==> config.mk <==
export PLATFORM = sky130hd
export DESIGN_NAME = multicycle_control
export DESIGN_NICKNAME = d
export VERILOG_FILES = /design/src/rtl/multicycle_control.sv
export SDC_FILE = /design/constraint.sdc
export NUM_CORES = 1
export LEC_CHECK = 0
export ABC_AREA = 1
export CORE_MARGIN = 2
export CORE_UTILIZATION = 62
export DETAILED_ROUTE_END_ITERATION = 10
export DONT_BUFFER_PORTS = 1
export PLACE_DENSITY = 0.86
export SLEW_MARGIN = 20
export SYNTH_ARGS = -nofsm -noshare
export SYNTH_HDL_FRONTEND = slang
export SYNTH_SLANG_ARGS = --single-unit
==> constraint.sdc <==
create_clock -name clk -period 1.7 [get_ports clk]
set_input_delay 0.17 -clock clk [delete_from_list [all_inputs] [get_ports clk]]
set_output_delay 0.17 -clock clk [all_outputs]
set_load 0.005 [all_outputs]
==> src/rtl/multicycle_control.sv <==
// multicycle_control: FETCH/DECODE/EXEC/MEM/WB sequencer with memory wait-state
// timeout, sticky halt/fault and a retired-instruction counter.
module multicycle_control #(
  parameter int MAX_WAIT = 15,
  parameter int CNT_W = 16
) (
  input  logic             clk,
  input  logic             rst,
  input  logic [3:0]       opcode,
  input  logic [2:0]       funct3,
  input  logic             branch_taken,
  input  logic             imem_ready,
  input  logic             dmem_ready,
  output logic             imem_req,
  output logic             ir_load,
  output logic             dmem_req,
  output logic             dmem_we,
  output logic             alu_src_imm,
  output logic             imm_zext,
  output logic             reg_write,
  output logic [1:0]       wb_sel,
  output logic             pc_en,
  output logic [1:0]       pc_sel,
  output logic [2:0]       state,
  output logic             halted,
  output logic             fault,
  output logic [1:0]       fault_cause,
  output logic             retired,
  output logic [CNT_W-1:0] instret
);
  localparam int WW = $clog2(MAX_WAIT + 1);
  localparam logic [3:0] OP_ALU_A = 4'd0, OP_ALU_L = 4'd1, OP_LHI = 4'd2, OP_LLI = 4'd3;
  localparam logic [3:0] OP_ADDI = 4'd4, OP_ANDI = 4'd5, OP_ORI = 4'd6, OP_LD = 4'd7;
  localparam logic [3:0] OP_ST = 4'd8, OP_BEQ = 4'd9, OP_BNE = 4'd10, OP_BLT = 4'd11;
  localparam logic [3:0] OP_BGE = 4'd12, OP_CALL = 4'd13, OP_RET = 4'd14, OP_HALT = 4'd15;
  typedef enum logic [2:0] {
    S_FETCH = 3'd0, S_DECODE = 3'd1, S_EXEC = 3'd2, S_MEM = 3'd3,
    S_WB = 3'd4, S_HALTED = 3'd5, S_FAULT = 3'd6
  } state_t;
  state_t           state_q, state_d;
  logic [WW-1:0]    wait_q, wait_d;
  logic [CNT_W-1:0] instret_q;
  logic             halted_q, fault_q;
  logic [1:0]       cause_q, cause_d;
  logic             timeout, illegal, is_mem, is_br, uses_imm, zext_op, writes;
  assign timeout  = wait_q == WW'(MAX_WAIT - 1);
  assign illegal  = (opcode == OP_ALU_A && funct3 > 3'd1) || (opcode == OP_ALU_L && funct3 > 3'd5);
  assign is_mem   = opcode == OP_LD || opcode == OP_ST;
  assign is_br    = opcode inside {OP_BEQ, OP_BNE, OP_BLT, OP_BGE};
  assign zext_op  = opcode == OP_ANDI || opcode == OP_ORI;
  assign uses_imm = zext_op || is_mem || opcode == OP_ADDI;
  assign writes   = opcode inside {OP_ALU_A, OP_ALU_L, OP_LHI, OP_LLI, OP_ADDI, OP_ANDI, OP_ORI, OP_LD, OP_CALL};
  // The wait counter only runs while a request stays un-acknowledged; any state change clears it.
  assign wait_d = (state_d == state_q && (state_q == S_FETCH || state_q == S_MEM)) ? wait_q + WW'(1) : '0;
  always_comb begin
    state_d     = state_q;
    cause_d     = cause_q;
    imem_req    = 1'b0;
    ir_load     = 1'b0;
    dmem_req    = 1'b0;
    dmem_we     = 1'b0;
    alu_src_imm = 1'b0;
    imm_zext    = 1'b0;
    reg_write   = 1'b0;
    wb_sel      = 2'd0;
    pc_en       = 1'b0;
    pc_sel      = 2'd0;
    retired     = 1'b0;
    case (state_q)
      S_FETCH: begin
        imem_req = 1'b1;
        ir_load  = imem_ready;
        state_d  = imem_ready ? S_DECODE : timeout ? S_FAULT : S_FETCH;
        cause_d  = (!imem_ready && timeout) ? 2'd2 : cause_q;
      end
      S_DECODE: begin
        state_d = opcode == OP_HALT ? S_HALTED : illegal ? S_FAULT : S_EXEC;
        cause_d = illegal ? 2'd1 : cause_q;
      end
      S_EXEC: begin
        alu_src_imm = uses_imm;
        imm_zext    = zext_op;
        state_d     = is_mem ? S_MEM : S_WB;
      end
      S_MEM: begin
        dmem_req    = 1'b1;
        dmem_we     = opcode == OP_ST;
        alu_src_imm = 1'b1;
        state_d     = dmem_ready ? S_WB : timeout ? S_FAULT : S_MEM;
        cause_d     = (!dmem_ready && timeout) ? 2'd3 : cause_q;
      end
      S_WB: begin
        pc_en     = 1'b1;
        retired   = 1'b1;
        reg_write = writes;
        wb_sel    = opcode == OP_LD ? 2'd1 : (opcode == OP_LHI || opcode == OP_LLI) ? 2'd2 :
                    opcode == OP_CALL ? 2'd3 : 2'd0;
        pc_sel    = is_br ? {1'b0, branch_taken} : opcode == OP_CALL ? 2'd2 :
                    opcode == OP_RET ? 2'd3 : 2'd0;
        state_d   = S_FETCH;
      end
      default: ;
    endcase
  end
  always_ff @(posedge clk) begin
    if (rst) begin
      state_q   <= S_FETCH;
      wait_q    <= '0;
      instret_q <= '0;
      halted_q  <= 1'b0;
      fault_q   <= 1'b0;
      cause_q   <= 2'd0;
    end else begin
      state_q   <= state_d;
      wait_q    <= wait_d;
      instret_q <= state_q == S_WB ? instret_q + CNT_W'(1) : instret_q;
      halted_q  <= state_d == S_HALTED;
      fault_q   <= state_d == S_FAULT;
      cause_q   <= cause_d;
    end
  end
  assign state       = state_q;
  assign halted      = halted_q;
  assign fault       = fault_q;
  assign fault_cause = cause_q;
  assign instret     = instret_q;
endmodule

## Word-level counts from Yosys, hierarchy flattened

Cells that the tools add are included.

- Add/subtract/negate cells: 2
- Mux-type cells: 28
- Reductions and logical operators: 21
- Eq/ne operators: 26
- Bitwise logic cells: 1
- Order comparisons: 2

Operators by type and width:

| kind | number |
|---|---|
| $eq 4x4->1 const B | 9 |
| $mux 2 | 11 |
| $mux 3 | 7 |
| $add 16x1->16 const B | 1 |
| $eq 4x3->1 const B | 4 |
| $pmux 3 s5 | 1 |
| $eq 3x3->1 const B | 3 |
| $reduce_bool 9->1 | 1 |
| $eq 4x2->1 const B | 2 |
| $logic_or 1x1->1 | 7 |
| $mux 1 | 7 |
| $eq 3x2->1 const B | 2 |
| $pmux 2 s3 | 1 |
| $logic_and 1x1->1 | 5 |
| $add 4x1->4 const B | 1 |
| $eq 4x1->1 const B | 1 |
| $logic_not 4->1 | 1 |
| $ne 2x1->1 const B | 2 |
| $reduce_and 4->1 | 1 |
| $reduce_bool 4->1 | 1 |
| $eq 3x1->1 const B | 1 |
| $eq 3x3->1 | 1 |
| $gt 3x1->1 const B | 1 |
| $gt 3x3->1 const B | 1 |
| other kinds (7) | 8 |

- Input port bits: 12
- Word-level logic and storage cells: 86
- Flip-flop bits (word level): 27

## Logic depth before layout (Yosys ltp)

- Word-level depth: 10
- Gate-level depth with buffers: 11
- Depth with buffers taken out: 10

## Least setup slack after synthesis

OpenSTA, ideal clock, no wires.

- Kind: register to register
- From: reg instret_q[0] (netlist: instret[0])
- To: reg instret_q[14] (netlist: instret[14])
- Stages on the path, launching flop included: 11
- Setup slack: 0.293 ns
- Arrival time: 1.294 ns
- Buffers on the path: 0
- Path through: dfxtp_1 ha_1 nand2_1 nor2_1 nand3_4 nor2_4 nand3_2 nor2_2 nand2_1 nand2_1 nor2_1

- Cells in the longest elaborated chain, start to end: 1

RTL lines:

| item | RTL line | RTL |
|---|---|---|
| start, declared | 42 | `logic [CNT_W-1:0] instret_q;` |
| start signal, assigned | 116 | `instret_q <= state_q == S_WB ? instret_q + CNT_W'(1) : instret_q;` |
| $add 16x1->16 | 116 |  |

Every way passes these cells.
A chain may end at the register's enable or synchronous reset.

## Worst setup path in the final report

- From: reg state_q[2] (netlist: state[2])
- To: reg wait_q[1]

- Cells in the longest elaborated chain, start to end: 6
- Elaborated cells between the ends (all ways): 11

RTL lines:

| item | RTL line | RTL |
|---|---|---|
| start, declared | 40 | `state_t state_q, state_d;` |
| start signal, assigned | 114 | `state_q <= state_d;` |
| $eq 3x3->1, or another cell as far along | 69 | `case (state_q)` |
| $pmux 3 s5 | 69 |  |
| $eq 3x3->1 | 54 | `assign wait_d = (state_d == state_q && (state_q == S_FETCH \|\| state_q == S_MEM)) ? wait_q + WW'(1) : '0;` |
| $logic_and 1x1->1 (*) | 54 |  |
| $not 1->1 (no line) (*) | - |  |
| $reduce_or 2->1 (no line) (*) | - |  |
| end signal, assigned | 115 | `wait_q <= wait_d;` |
| end, declared | 41 | `logic [WW-1:0] wait_q, wait_d;` |

Mark *: on every way between the ends. The rest lies on a longest branch, timed or not.

==> tab_implementation.tex <==
\begin{tabular}{lr}
\hline
Metric & Value \\
\hline
\multicolumn{2}{l}{\textbf{Clock network}} \\
Clock Sink Count & 27 \\
Post-CTS Setup Inserts & 0 \\
Maximum clock path buffer count & 2 \\
Latest clock arrival within the worst-skew pair & 0.33 ns \\
Max H-tree Level & 1 \\
CTS buffer count & 3 \\
Root Driver & clkbuf\_4 \\
Clock tree from TritonCTS & built \\
Post-CTS clock slew at the launch and capture registers of the worst setup and hold paths & 0.13 ns \\
\multicolumn{2}{l}{\textbf{Route}} \\
Residual DRC count & 0 \\
Total detailed-routing wirelength & 3030 um \\
Vias & 1,412 \\
First-pass DRT Iterations & 4 \\
Per-cell via count in the routed design & 5.29 \\
Number of design-rule violations left by the first detailed-router iteration & 36 \\
Number of nets with antenna violations after routing & 0 \\
Detail-routed net length per standard cell & 11.4 um \\
\multicolumn{2}{l}{\textbf{Layout}} \\
P\&R area growth vs syn & 4.10\% \\
Count of nets after finishing & 253 \\
Ant diodes & 0 \\
Multi-input logic area & 873 um\^{}2 \\
Area of all sequential standard cells & 544 um\^{}2 \\
Total non-filler cell area in the finished layout & 1650 um\^{}2 \\
Fill count & 221 \\
Share of post-route cells with drive strength above 1 & 11.8\% \\
\multicolumn{2}{l}{\textbf{Timing}} \\
Unrepaired setup endpoints after global routing & no \\
Shortest period the worst path allows & 1.54 ns \\
Sum of negative setup slack & 0 ns \\
Post-route setup slack & 0.164 ns \\
Final clock period utilization by the worst path & 90.4\% \\
Worst slew margin relative to its limit & 70.5\% \\
Final setup violating endpoints & 0 \\
Final hold slack & 0.0363 ns \\
Least-Margin Pin Slew & 0.442 ns \\
Pins Over Slew Limit & 0 \\
Final hold violation count & 0 \\
Worst clock skew & 0.00532 ns \\
Peak Freq & 651 MHz \\
\multicolumn{2}{l}{\textbf{Synthesis}} \\
Share of the synthesized area in compound gates (AO/OA/AOI/OAI) & 14.0\% \\
Proportion of netlist area held by the largest area contributor & 34.1\% \\
Post-Synthesis Mean Instance Area & 6.78 um\^{}2 \\
Share of flip-flops with an asynchronous set or reset after synthesis & 0\% \\
Proportion of synthesized chip area in sequential cells & 34.1\% \\
Largest family of logic cells by synthesized area & simple AND/OR/NAND/NOR gates \\
Cell Area, Synth & 1590 um\^{}2 \\
Most repeated cell in the gate-level netlist after synthesis & nand2\_1 \\
Instance count of the mapped netlist & 234 \\
Post-synthesis adder-cell area fraction & 2.37\% \\
Synth Area in XOR/XNOR & 1.10\% \\
Post-Syn Nets & 249 \\
Post-synthesis simple-gate area fraction & 37.6\% \\
Cell variety after synth & 33 \\
Number of synthesized flops with an enable pin & 0 \\
Most area-hungry cell type in the Yosys netlist & dfxtp\_1 \\
Post-synthesis mux area share & 0\% \\
Synth Warn \# & 0 \\
Seq cells post-synth & 27 \\
Most instantiated flip-flop cell in the synthesis netlist & dfxtp\_1 \\
Dominant cells by area after synthesis & dfxtp\_1 34\%, nand2\_1 11\%, nor2\_1 8.8\% \\
Most frequent cells after synthesis & 45 x nand2\_1, 37 x nor2\_1, 35 x inv\_1, 27 x dfxtp\_1, 22 x a21oi\_1 \\
\multicolumn{2}{l}{\textbf{Global routing}} \\
Via count of the first global-routing pass & 1,172 \\
Number of antenna violations at the first check in global routing & 0 \\
All-Layer GR Usage & 21.8\% \\
Pin count of the biggest net entering global routing & 16 \\
First-pass GRT wire length & 4730 um \\
Congestion Overflow GR & 0 \\
\multicolumn{2}{l}{\textbf{Worst setup path}} \\
Longest individual stage delay on the worst path & 0.54 ns \\
Data arrival time of the worst path & 1.81 ns \\
Largest fanout of any net on the critical path & 6 \\
Series of cell instances along the critical path & inv\_2 -> nand2\_1 -> nor2\_1 -> nand2\_1 -> nand3\_1 -> nor2\_2 -> nor2\_1 -> nor2\_2 -> nand3\_2 -> nor2\_1 \\
Critical path data required time & 1.97 ns \\
Critical path endpoint category & flop \\
Largest delay share family, worst path & simple AND/OR/NAND/NOR gates \\
Crit Path Class & reg2reg \\
Most used cell along the critical path & nor2\_1 \\
CP bufs+invs & 1 \\
Startpoint types & flop \\
Worst path slowest cell & dfxtp\_1 \\
\multicolumn{2}{l}{\textbf{Pwr}} \\
Maximum vdd drop & 591 uV \\
Switching part of the total power & 29.0\% \\
Overall power of the completed layout & 1.16 mW \\
Leakage component of the power & 0.725 nW \\
Flop pwr share & 59.8\% \\
Pint & 821 uW \\
Combinational share of power & 16.8\% \\
Share of total power in the clock network & 23.4\% \\
Power per standard cell area & 700 nW/um\^{}2 \\
Net Switching & 335 uW \\
\multicolumn{2}{l}{\textbf{Floorplanning}} \\
Row cnt & 18 \\
Count of pins on the block boundary & 48 \\
Height of the die & 54.6 um \\
Die Outline Area & 2980 um\^{}2 \\
Core footprint & 2450 um\^{}2 \\
DIE WIDTH & 54.6 um \\
Starting Density & 64.6\% \\
\multicolumn{2}{l}{\textbf{Min path}} \\
Min-delay worst type & in2reg \\
\multicolumn{2}{l}{\textbf{Placement}} \\
Post-DP HPWL & 2360 um \\
Cell area after placement & 1610 um\^{}2 \\
Worst setup slack before clock tree synthesis & 0.164 ns \\
Count of buffers from port buffering & 0 \\
Last weighted congestion value of the routability-driven placer & 0.802 \\
\multicolumn{2}{l}{\textbf{Run}} \\
MaxCap Viol Count & 0 \\
\multicolumn{2}{l}{\textbf{Run status}} \\
Status & complete, no violations \\
\hline
\end{tabular}
==> per-stage QoR <==
step,utilization (%),cells
final,67.3,267
after CTS,67.1,267
after floorplan,-,234
after detailed placement,65.6,262
after global placement,65.6,262
after global routing,67.3,267
==> worst paths after layout <==
path | from | to | slack (ns) | cells past startpoint
setup / recovery | state[2] | wait_q[1] | 0.16 | 10
hold / removal | rst | wait_q[0] | 0.04 | 3
setup reg to reg | state[2] | wait_q[1] | 0.16 | 10
hold reg to reg | wait_q[0] | wait_q[0] | 0.44 | 1
==> state kept, by name (all words and copies together) (netlist names) <==
name         cells
instret         16
fault            1
fault_cause      2
wait_q           4
halted           1
state            3
==> per-layer routing <==
layer  GRT usage [%]  share of wire [%]  vias up  routed length (um)
li1                -                  -      754                   -
met1            26.7                 45      619                1370
met2            37.7                 48       37                1460
met3            4.92                5.4        2                 165
met4            6.25                1.2        0                  36
met5               0                  0        -                   0
==> logic make-up after synthesis <==
kind of cell	count (synthesis)
XOR/XNOR	2
AND/OR/NAND/NOR	120
adder cells (fa/ha/maj)	3
buffers and inverters	42
AO/OA/AOI/OAI	40
flip-flops	27
==> power by group through the flow <==
stage	clock, mW	sequential [mW]	combinational, mW
2_1_floorplan	0	0.695	0.169
3_3_place_gp	0	0.703	0.185
3_5_place_dp	0	0.704	0.190
4_1_cts	0.285	0.690	0.195
5_1_grt	0.305	0.699	0.220
6_report	0.271	0.691	0.194
==> placed cells by master, fill, tap and decap left out, types with 2 or more instances in the layout <==
master,count
nand3_4,2
dfxtp_1,24
nor2_1,37
dfxtp_2,3
o211ai_1,2
nand3_2,2
nor2_4,3
nand4_1,3
o21a_1,2
nor3_1,3
o21ai_0,10
nand3_1,14
inv_1,35
clkbuf_4,3
and3_1,2
nand2_1,45
nor2_2,4
nor3_2,2
buf_4,2
a21oi_1,22
ha_1,3
inv_2,2
==> timing repair <==
item,CTS,global route
endpoints found under the setup margin,0,3
resized for setup,0,3
endpoints found under the hold margin,6,0
hold buffers,1,0
==> layout make-up <==
cell class	instances	area share, %
Clock buffer	4	1.59
Inverter	38	8.79
Multi-Input combinational cell	165	52.9
Sequential cell	27	33.0
Tap cell	30	2.27
Timing Repair Buffer	3	1.52
==> worst min-delay path, delay by kind of cell <==
kind          cells  cell delay (ns)
simple gates      3             0.17
(Power assumes the default switching activity.)
